$ cat src/rtl/ram_arbiter.sv
// Two-requester arbiter in front of a single-port synchronous RAM.
// Alternates grants on ties, never re-issues the request it is currently
// granting, and returns read data to the owning requester two cycles after
// its grant through a small owner-tag pipeline.
module ram_arbiter #(
  parameter int ADDR_WIDTH = 8,
  parameter int DATA_WIDTH = 8
) (
  input  logic                  clock,
  input  logic                  reset_s2_n,
  input  logic                  req0,
  input  logic                  req1,
  input  logic                  we0,
  input  logic                  we1,
  input  logic [ADDR_WIDTH-1:0] addr0,
  input  logic [ADDR_WIDTH-1:0] addr1,
  input  logic [DATA_WIDTH-1:0] wdata0,
  input  logic [DATA_WIDTH-1:0] wdata1,
  output logic                  gnt0,
  output logic                  gnt1,
  output logic                  rvalid0,
  output logic                  rvalid1,
  output logic [DATA_WIDTH-1:0] rdata0,
  output logic [DATA_WIDTH-1:0] rdata1,
  output logic [ADDR_WIDTH-1:0] ram_address,
  output logic [DATA_WIDTH-1:0] ram_data_in,
  output logic                  ram_write_enable,
  input  logic [DATA_WIDTH-1:0] ram_data_out
);

  typedef enum logic [1:0] {
    S_IDLE = 2'd0,
    S_GNT0 = 2'd1,
    S_GNT1 = 2'd2
  } state_t;

  state_t                r_state;
  logic                  r_last_grant;   // 0 = requester 0 was granted last
  logic                  r_gnt0;
  logic                  r_gnt1;
  logic [ADDR_WIDTH-1:0] r_ram_address;
  logic [DATA_WIDTH-1:0] r_ram_data_in;
  logic                  r_ram_we;

  // Owner-tag pipeline: stage 1 aligns with the grant cycle, stage 2 with
  // the cycle the RAM presents its read data.
  logic                  r_tag1_v;
  logic                  r_tag1_own;
  logic                  r_tag2_v;
  logic                  r_tag2_own;
  logic                  r_rvalid0;
  logic                  r_rvalid1;
  logic [DATA_WIDTH-1:0] r_rdata0;
  logic [DATA_WIDTH-1:0] r_rdata1;

  logic                  w_elig0;
  logic                  w_elig1;
  state_t                w_next;
  logic                  w_read_issue;

  // Arbitration: pick the next grant from eligible requesters.
  always_comb begin
    w_elig0      = req0 && (r_state != S_GNT0);
    w_elig1      = req1 && (r_state != S_GNT1);
    w_next       = S_IDLE;
    w_read_issue = 1'b0;
    if (w_elig0 && w_elig1) begin
      // Tie: the requester that was not granted last wins.
      w_next = r_last_grant ? S_GNT0 : S_GNT1;
    end else if (w_elig0) begin
      w_next = S_GNT0;
    end else if (w_elig1) begin
      w_next = S_GNT1;
    end else begin
      w_next = S_IDLE;
    end
    case (w_next)
      S_GNT0:  w_read_issue = !we0;
      S_GNT1:  w_read_issue = !we1;
      default: w_read_issue = 1'b0;
    endcase
  end

  // Grant FSM with registered grant pulses and RAM drive.
  always_ff @(posedge clock) begin
    if (!reset_s2_n) begin
      r_state       <= S_IDLE;
      r_last_grant  <= 1'b1;
      r_gnt0        <= 1'b0;
      r_gnt1        <= 1'b0;
      r_ram_address <= '0;
      r_ram_data_in <= '0;
      r_ram_we      <= 1'b0;
    end else begin
      r_state <= w_next;
      case (w_next)
        S_GNT0: begin
          r_gnt0        <= 1'b1;
          r_gnt1        <= 1'b0;
          r_last_grant  <= 1'b0;
          r_ram_address <= addr0;
          r_ram_data_in <= wdata0;
          r_ram_we      <= we0;
        end
        S_GNT1: begin
          r_gnt0        <= 1'b0;
          r_gnt1        <= 1'b1;
          r_last_grant  <= 1'b1;
          r_ram_address <= addr1;
          r_ram_data_in <= wdata1;
          r_ram_we      <= we1;
        end
        default: begin
          // Idle: address and write data hold, write strobe drops.
          r_gnt0   <= 1'b0;
          r_gnt1   <= 1'b0;
          r_ram_we <= 1'b0;
        end
      endcase
    end
  end

  // Read-return path: track read owners and capture RAM data for them.
  always_ff @(posedge clock) begin
    if (!reset_s2_n) begin
      r_tag1_v   <= 1'b0;
      r_tag1_own <= 1'b0;
      r_tag2_v   <= 1'b0;
      r_tag2_own <= 1'b0;
      r_rvalid0  <= 1'b0;
      r_rvalid1  <= 1'b0;
      r_rdata0   <= '0;
      r_rdata1   <= '0;
    end else begin
      r_tag1_v   <= w_read_issue;
      r_tag1_own <= (w_next == S_GNT1);
      r_tag2_v   <= r_tag1_v;
      r_tag2_own <= r_tag1_own;
      r_rvalid0  <= r_tag2_v && !r_tag2_own;
      r_rvalid1  <= r_tag2_v && r_tag2_own;
      if (r_tag2_v && !r_tag2_own) begin
        r_rdata0 <= ram_data_out;
      end
      if (r_tag2_v && r_tag2_own) begin
        r_rdata1 <= ram_data_out;
      end
    end
  end

  assign gnt0             = r_gnt0;
  assign gnt1             = r_gnt1;
  assign rvalid0          = r_rvalid0;
  assign rvalid1          = r_rvalid1;
  assign rdata0           = r_rdata0;
  assign rdata1           = r_rdata1;
  assign ram_address      = r_ram_address;
  assign ram_data_in      = r_ram_data_in;
  assign ram_write_enable = r_ram_we;

endmodule

$ cat config.mk
export PLATFORM = sky130hd
export DESIGN_NAME = ram_arbiter
export DESIGN_NICKNAME = d
export VERILOG_FILES = /design/src/rtl/ram_arbiter.sv
export SDC_FILE = /design/constraint.sdc
export NUM_CORES = 1
export LEC_CHECK = 0
export CORE_AREA = 2 2 63 53
export DETAILED_ROUTE_END_ITERATION = 10
export DIE_AREA = 0 0 65 55
export DONT_BUFFER_PORTS = 1
export PLACE_DENSITY = 0.75
export SLEW_MARGIN = 20
export SYNTH_ARGS = -nofsm -noshare
export SYNTH_HDL_FRONTEND = slang
export SYNTH_SLANG_ARGS = --single-unit
$ cat constraint.sdc
create_clock -name clock -period 3 [get_ports clock]
set_input_delay 0.6 -clock clock [delete_from_list [all_inputs] [get_ports clock]]
set_output_delay 0.6 -clock clock [all_outputs]
set_load 0.02 [all_outputs]
Word level (Yosys, flattened, before mapping)
Index checks and enable logic that the tools add are counted.
{"block": "word_totals", "ff_bits": 44, "in_bits": 46, "output_inout_bits": 37}
{"block": "op_classes", "n_eq_ne": 4, "n_mux": 11, "n_reduce_logical": 9}
{"cell": "$pmux W8 S2", "count": 2}
{"cell": "$mux W2", "count": 4}
{"cell": "$pmux W1 S2", "count": 3}
{"cell": "$logic_and A1 B1 Y1", "count": 5}
{"cell": "$logic_not A1 Y1", "count": 3}
{"cell": "$eq A2 B1 Y1 const B", "count": 1}
{"cell": "$eq A2 B2 Y1 const B", "count": 1}
{"cell": "$mux W1", "count": 2}
{"cell": "$ne A2 B1 Y1 const B", "count": 1}
{"cell": "$ne A2 B2 Y1 const B", "count": 1}
{"cell": "$reduce_bool A2 Y1", "count": 1}

Longest topological paths before layout
Gate-level depths: netlist of the first run.
{"block": "logic_depth", "word_depth": 7, "depth_mapped": 8, "ltp_nobuf": 7}

Worst setup path after synthesis of the first run
OpenSTA, ideal clock, no wires.
{"block": "synth_timing", "path_type": "input to register", "start": "input req0", "end": "register r_ram_address[0], in the netlist ram_address[0]", "setup_time_ps": 133, "t_arrival_ps": 1867, "required_time_ps": 2867, "slack_ps": 1000, "cell_stages": 7, "path_buffers": 1, "path_cell_list": "nand2_1 > maj3_2 > and2_1 > ha_1 > inv_1 > buf_1 > a21oi_1"}
{"block": "synth_via", "elab_chain_len": 5, "word_cells_on_any_way": 8, "cone_classes": "eq/ne (2); mux (3); reduce/logical (3)"}
{"element": "from (decl)", "line_no": "11", "rtl": "input logic req0,"}
{"element": "$logic_and A1 B1 Y1 *", "line_no": "63", "rtl": "w_elig0 = req0 && (r_state != S_GNT0);"}
{"element": "$mux W2 / $logic_and A1 B1 Y1 (equally long branches)", "line_no": "70, 67"}
{"element": "$mux W2 *", "line_no": "67", "rtl": "if (w_elig0 && w_elig1) begin"}
{"element": "named net w_next[1]", "line_no": "58", "rtl": "state_t w_next;"}
{"element": "$eq A2 B2 Y1 / $eq A2 B1 Y1 (equally long branches)", "line_no": "96", "rtl": "case (w_next)"}
{"element": "$pmux W8 S2 / $reduce_bool A2 Y1 (equally long branches)"}
{"element": "to (signal assigned)", "line_no": "101", "rtl": "r_ram_address <= addr0;"}
{"element": "to (signal assigned)", "line_no": "109", "rtl": "r_ram_address <= addr1;"}
{"element": "to (decl)", "line_no": "41", "rtl": "logic [ADDR_WIDTH-1:0] r_ram_address;"}
Mark *: on every way through the listed nets, which the timed path passes. The rest lies on a longest branch.
A chain may end at the register's enable or synchronous reset.

Worst setup path in the final report of the first run
{"block": "layout_timing", "start": "register r_last_grant", "end": "register r_ram_data_in[6], in the netlist ram_data_in[6]"}
{"block": "layout_via", "elab_chain_len": 4, "word_cells_on_any_way": 6, "cone_classes": "eq/ne (2); mux (3); reduce/logical (1)"}
{"element": "from (decl)", "line_no": "38", "rtl": "logic r_last_grant;"}
{"element": "from (signal assigned)", "line_no": "88", "rtl": "r_last_grant <= 1'b1;"}
{"element": "from (signal assigned)", "line_no": "100", "rtl": "r_last_grant <= 1'b0;"}
{"element": "from (signal assigned)", "line_no": "108", "rtl": "r_last_grant <= 1'b1;"}
{"element": "$mux W2 *", "line_no": "69", "rtl": "w_next = r_last_grant ? S_GNT0 : S_GNT1;"}
{"element": "$mux W2 *", "line_no": "67"}
{"element": "named net w_next[1]", "line_no": "58"}
{"element": "$eq A2 B2 Y1 / $eq A2 B1 Y1 (equally long branches)", "line_no": "96"}
{"element": "$pmux W8 S2 / $reduce_bool A2 Y1 (equally long branches)"}
{"element": "to (signal assigned)", "line_no": "102", "rtl": "r_ram_data_in <= wdata0;"}
{"element": "to (signal assigned)", "line_no": "110", "rtl": "r_ram_data_in <= wdata1;"}
{"element": "to (decl)", "line_no": "42", "rtl": "logic [DATA_WIDTH-1:0] r_ram_data_in;"}
Marks and branches as above.

==> results of run 1 <==
[through the flow]
stage                     utilization  instances  cell area, um2  worst slack [ns]
after floorplan                     -        185            1700              1.00
after global placement          0.577        213            1700             0.673
after detailed placement        0.577        213            1700             0.541
after CTS                       0.611        221            1800             0.788
after global routing            0.611        221            1800             0.546
final                           0.611        221            1800             0.789
[logic make-up after synthesis]
group | Yosys count
adders and majority gates | 5
buffers and inverters | 16
AOI/OAI and AO/OA | 50
DFF | 43
and+or+nand+nor | 54
muxes | 17
[area by class of cell]
type,count,share of cell area
inverter,3,0.00625
sequential,43,0.477
timing repair buffer,1,0.00416
tap,40,0.0278
multi-input combinational,126,0.429
clock buffer,8,0.0555
[sequential cells by signal (all words and copies together), names as in the netlist]
signal,cells
gnt0,1
rvalid1,1
gnt1,1
rdata1,8
rvalid0,1
ram_address,8
r_tag2_own,1
r_tag1_v,1
r_last_grant,1
r_tag2_v,1
r_state,2
rdata0,8
ram_data_in,8
ram_write_enable,1
[where the power goes]
group          switching [mW]  total (mW)  internal (mW)
sequential             0.0841       0.704          0.620
clock                   0.185       0.394          0.210
combinational          0.0734       0.131         0.0575
total                   0.342        1.23          0.887
[worst paths after layout]
| path | startpoint | end | slack (ns) | cells past startpoint |
|---|---|---|---|---|
| min reg2reg | r_tag1_v | r_tag2_v | 0.44 | 1 |
| min | reset_s2_n | r_last_grant | 0.37 | 1 |
| max | r_last_grant | ram_data_in[6] | 0.79 | 7 |
| max reg2reg | r_last_grant | ram_data_in[6] | 0.79 | 7 |
[routing by layer]
metal / global-route usage / share of wire / up-vias
met1: 0.217 / 0.41 / 559
met4: 0.106 / 0.023 / 0
li1: - / - / 618
met2: 0.340 / 0.48 / 54
met5: 0 / 0 / -
met3: 0.0688 / 0.088 / 9
[synth_stat cells]
| cell | count |
|---|---|
| a21boi_0 | 16 |
| a21oi_1 | 17 |
| a22oi_1 | 1 |
| and2_1 | 7 |
| and3_1 | 3 |
| buf_1 | 1 |
| buf_2 | 6 |
| clkbuf_1 | 4 |
| clkbuf_2 | 2 |
| dfxtp_1 | 43 |
| ha_1 | 3 |
| inv_1 | 3 |
| maj3_2 | 2 |
| mux2i_1 | 17 |
| nand2_1 | 30 |
| nand2b_1 | 4 |
| nand3_1 | 8 |
| nor2_1 | 1 |
| nor2b_1 | 1 |
| o21ai_0 | 16 |
[worst register-to-register path, cell delays in order (launching register included)]
cell and delay (ns):
dfxtp_1 0.34, nand2_1 0.07, maj3_2 0.33, and2_1 0.17
ha_1 0.29, inv_1 0.57, o21ai_0 0.22, a21oi_1 0.15
==> impl_metrics.json, run 1 <==
{
  "yosysTopAreaCell": "dfxtp_1",
  "finalWirelength_um": 3360,
  "post_cts_buffers": 0,
  "power_density_nw_per_um2": 682,
  "final_cell_mix": "43 x dfxtp_1, 30 x nand2_1, 17 x mux2i_1, 17 x a21oi_1",
  "synth.area.mux_share": 0.0999,
  "synth_simple_gate_area_share": 0.147,
  "finalSetupTns_ns": 0,
  "drive_gt1_frac": 0.0552,
  "fmax_mhz": 452,
  "hpwl_um": 2490,
  "power_mw": 1.23,
  "rsz0062_at_grt": "false",
  "synth_xor_area_frac": 0,
  "root_buffer": "clkbuf_8",
  "grt_antenna_before_repair": 0,
  "synth_seq_cells": 43,
  "cts_resized": 0,
  "grt_pass1_wl_um": 5200,
  "start_util": 0.578,
  "cpMaxStageDelayCell": "inv_1",
  "crit_chain": "nand2_1 > maj3_2 > and2_1 > ha_1 > inv_1 > o21ai_0 > a21oi_1",
  "ys_warn_count": 0,
  "peakVddDrop_v": 0.000354,
  "worst-setup-path-type": "reg2reg",
  "syn_inst": 185,
  "hold_buffers": 0,
  "synthTopCellsByArea": "dfxtp_1 51%, mux2i_1 10%, a21boi_0 7.0%",
  "cts_buffers": 5,
  "synth.top_cell.area_share": 0.505,
  "grt_max_degree": 43,
  "worstPathRequired_ns": 3.22,
  "grt_pass1_vias": 1144,
  "ios": 83,
  "arrival_ns": 2.43,
  "cp_max_fo": 33,
  "gp_congestion": 0.734,
  "drtPass1Iterations": 4,
  "track_usage": 0.196,
  "synthesis.nets": 234,
  "avgSynthCellArea_um2": 9.21,
  "worstMarginPinSlew_ns": 0.764,
  "htree_levels": 2,
  "clockBufferDepth": 2,
  "grt-ovfl-total": 0,
  "hold_violations": 0,
  "rows": 18,
  "worstSetupStartpointType": "flop",
  "via_per_inst": 5.61,
  "seqCellArea_um2": 861,
  "final-setup-viol-count": 0,
  "finalCritPeriodShare": 0.737,
  "wl_per_cell_um": 15.2,
  "min_period_ns": 2.21,
  "dr.first_iter.drc_count": 62,
  "drc_errors": 0,
  "critPathTopFamily": "adder cells",
  "num-fill-cells": 250,
  "synth_seq_area_share": 0.505,
  "vias": 1240,
  "maxCapViolCount": 0,
  "synth-adder-area-share": 0.0352,
  "leakagePower_nw": 0.656,
  "drtAntennaViolNets": 0,
  "die_y_um": 55,
  "synth_compound_area_frac": 0.172,
  "critPathBufInv": 1,
  "max_slew_margin": 0.490,
  "end_kind": "flop",
  "multi_input_area_um2": 773,
  "clock-sinks": 43,
  "fp.dieArea_um2": 3580,
  "synth_top_family_by_area": "compound AO/OA/AOI/OAI gates",
  "path_clk_slew_ns": 0.08,
  "layout_commonest_cell": "dfxtp_1",
  "status": "completed",
  "die_w_um": 65,
  "clk_latency_ns": 0.29,
  "cts_tree": "done",
  "hold_class": "in2reg",
  "num-nets-final": 229,
  "portBuffers": 0,
  "finClkSkew_ns": 0.00683,
  "area_growth_pct": 5.80,
  "syn_area_um2": 1700,
  "yosys.cell_types.count": 20,
  "critPathMaxStageDelay_ns": 0.57,
  "whs_ns": 0.370,
  "coreArea_um2": 2950,
  "n_antenna_cell": 0,
  "slew_violations": 0
}
No activity file was read; power rests on OpenSTA's default activity.
==> run 2: changes to the inputs <==
- CORE_AREA: 2 2 63 53 -> 2 2 66 55
- DIE_AREA: 0 0 65 55 -> 0 0 68 57
- PLACE_DENSITY: 0.75 -> 0.72
- clock period: 3 -> 1.88 ns (I/O delays scaled with it)
==> impl_metrics.json, run 2 (synthesis results as in run 1) <==
{
  "status": "completed",
  "root_buffer": "clkbuf_8",
  "whs_endpoint": "r_last_grant",
  "coreArea_um2": 3280,
  "hold_class": "in2reg",
  "end_kind": "flop",
  "fp.dieArea_um2": 3880,
  "clk_latency_ns": 0.29,
  "timing.rr.end": "ram_address[0]",
  "final_cell_mix": "42 x dfxtp_1, 30 x nand2_1, 17 x mux2i_1, 17 x a21oi_1, 16 x a21boi_0",
  "grt_antenna_before_repair": 0,
  "r2r_setup_slack_ns": 0.09,
  "drtPass1Iterations": 4,
  "fin_util": 0.580,
  "finalCritPeriodShare": 0.951,
  "ios": 83,
  "num-fill-cells": 289,
  "gp_congestion": 0.712,
  "cp_max_fo": 17,
  "worstSetupStartpointType": "flop",
  "drc_errors": 0,
  "clock-sinks": 43,
  "max_slew_margin": 0.617,
  "power_density_nw_per_um2": 1170,
  "worstMarginPinSlew_ns": 0.573,
  "start_util": 0.519,
  "fmax_mhz": 559,
  "grt_max_degree": 43,
  "rows": 19,
  "path_clk_slew_ns": 0.08,
  "wl_per_cell_um": 16.1,
  "holdCritStartpoint": "reset_s2_n",
  "dr.first_iter.drc_count": 69,
  "maxCapViolCount": 0,
  "post_cts_buffers": 0,
  "cts_buffers": 5,
  "final-setup-viol-count": 0,
  "hold_violations": 0,
  "min_period_ns": 1.79,
  "finalWirelength_um": 3650,
  "leakagePower_nw": 0.699,
  "vias": 1276,
  "num-nets-final": 232,
  "r2r_cells": 8,
  "setup_slack_ns": 0.0913,
  "die_y_um": 57,
  "hpwl_um": 2570,
  "cts_tree": "done",
  "via_per_inst": 5.65,
  "worst-setup-path-type": "reg2reg",
  "dp_slack_ns": 0.0572,
  "layout_commonest_cell": "dfxtp_1",
  "slew_violations": 0,
  "hold-path-cell-count": 1,
  "die_w_um": 68,
  "clockBufferDepth": 2,
  "area_growth_pct": 11.7,
  "portBuffers": 0,
  "grt-ovfl-total": 0,
  "drive_gt1_frac": 0.0815,
  "worstPathRequired_ns": 2.06,
  "track_usage": 0.198,
  "arrival_ns": 1.97,
  "whs_ns": 0.156,
  "finClkSkew_ns": 0.0121,
  "r2r_start": "r_last_grant",
  "grt_pass1_wl_um": 5710,
  "htree_levels": 2,
  "peakVddDrop_v": 0.000695,
  "grt_pass1_vias": 1308,
  "drtAntennaViolNets": 0,
  "n_antenna_cell": 0
}
-- run 2: changes by cell type in the layout (fill, tap and decap cells not counted), sizes merged --
cell | before | now
clkbuf | 8 | 7
buf | 1 | 3
bufinv | 0 | 2
-- run 2: final cells by class --
cell class | instances | area [um2] | share of cell area
multi-input cells | 126 | 773 | 0.406
inverters | 3 | 11.3 | 0.00591
clock inverters | 2 | 60.1 | 0.0315
clock buffers | 6 | 72.6 | 0.0381
well taps | 42 | 52.6 | 0.0276
flip-flops and latches | 43 | 862 | 0.453
repair buffers | 4 | 72.6 | 0.0381
-- run 2: routing by layer --
| metal | GRT usage | vias up | part of all wire | routed length, um |
|---|---|---|---|---|
| met5 | 0 | - | 0 | 0 |
| met4 | 0.0971 | 0 | 0.022 | 81 |
| met3 | 0.0671 | 9 | 0.081 | 295 |
| met2 | 0.312 | 56 | 0.47 | 1720 |
| met1 | 0.239 | 589 | 0.42 | 1550 |
| li1 | - | 622 | - | - |
-- run 2: timing repair --
action,4_1_cts,5_1_grt
endpoints found under the setup margin,0,14
hold buffers,0,0
resized for setup,0,5
-- run 2: critical path, stage by stage (launching register included) --
cell     delay [ns]
dfxtp_2        0.35
nand2_1        0.06
maj3_2         0.32
and2_1         0.16
ha_1           0.31
inv_2          0.08
buf_12         0.15
o21ai_0        0.19
a21oi_1        0.05
-- run 2: where the power goes --
group          internal [mW]  switching [mW]
sequential             0.990           0.134
combinational          0.138           0.138
clock                  0.531           0.304
total                   1.66           0.576
-- run 2: worst max-delay path by stage --
stage	from	end	slack [ns]	cells past startpoint
after floorplan	req0	ram_address[0]	0.10	7
after global placement	req0	ram_data_in[1]	0.13	8
after detailed placement	r_last_grant	ram_address[2]	0.06	8
after CTS	r_last_grant	ram_address[2]	0.04	8
after global routing	r_last_grant	ram_address[0]	-0.007	8
final	r_last_grant	ram_address[0]	0.09	8
-- run 2: stage by stage --
stage	total power [mW]	instances	area (um2)	setup TNS, ns
after detailed placement	1.39	217	1750	0
after CTS	2.22	225	1880	0
after global routing	2.33	226	1900	-0.0108
final	2.23	226	1900	0
after floorplan	1.32	185	1700	0
after global placement	1.37	217	1750	0
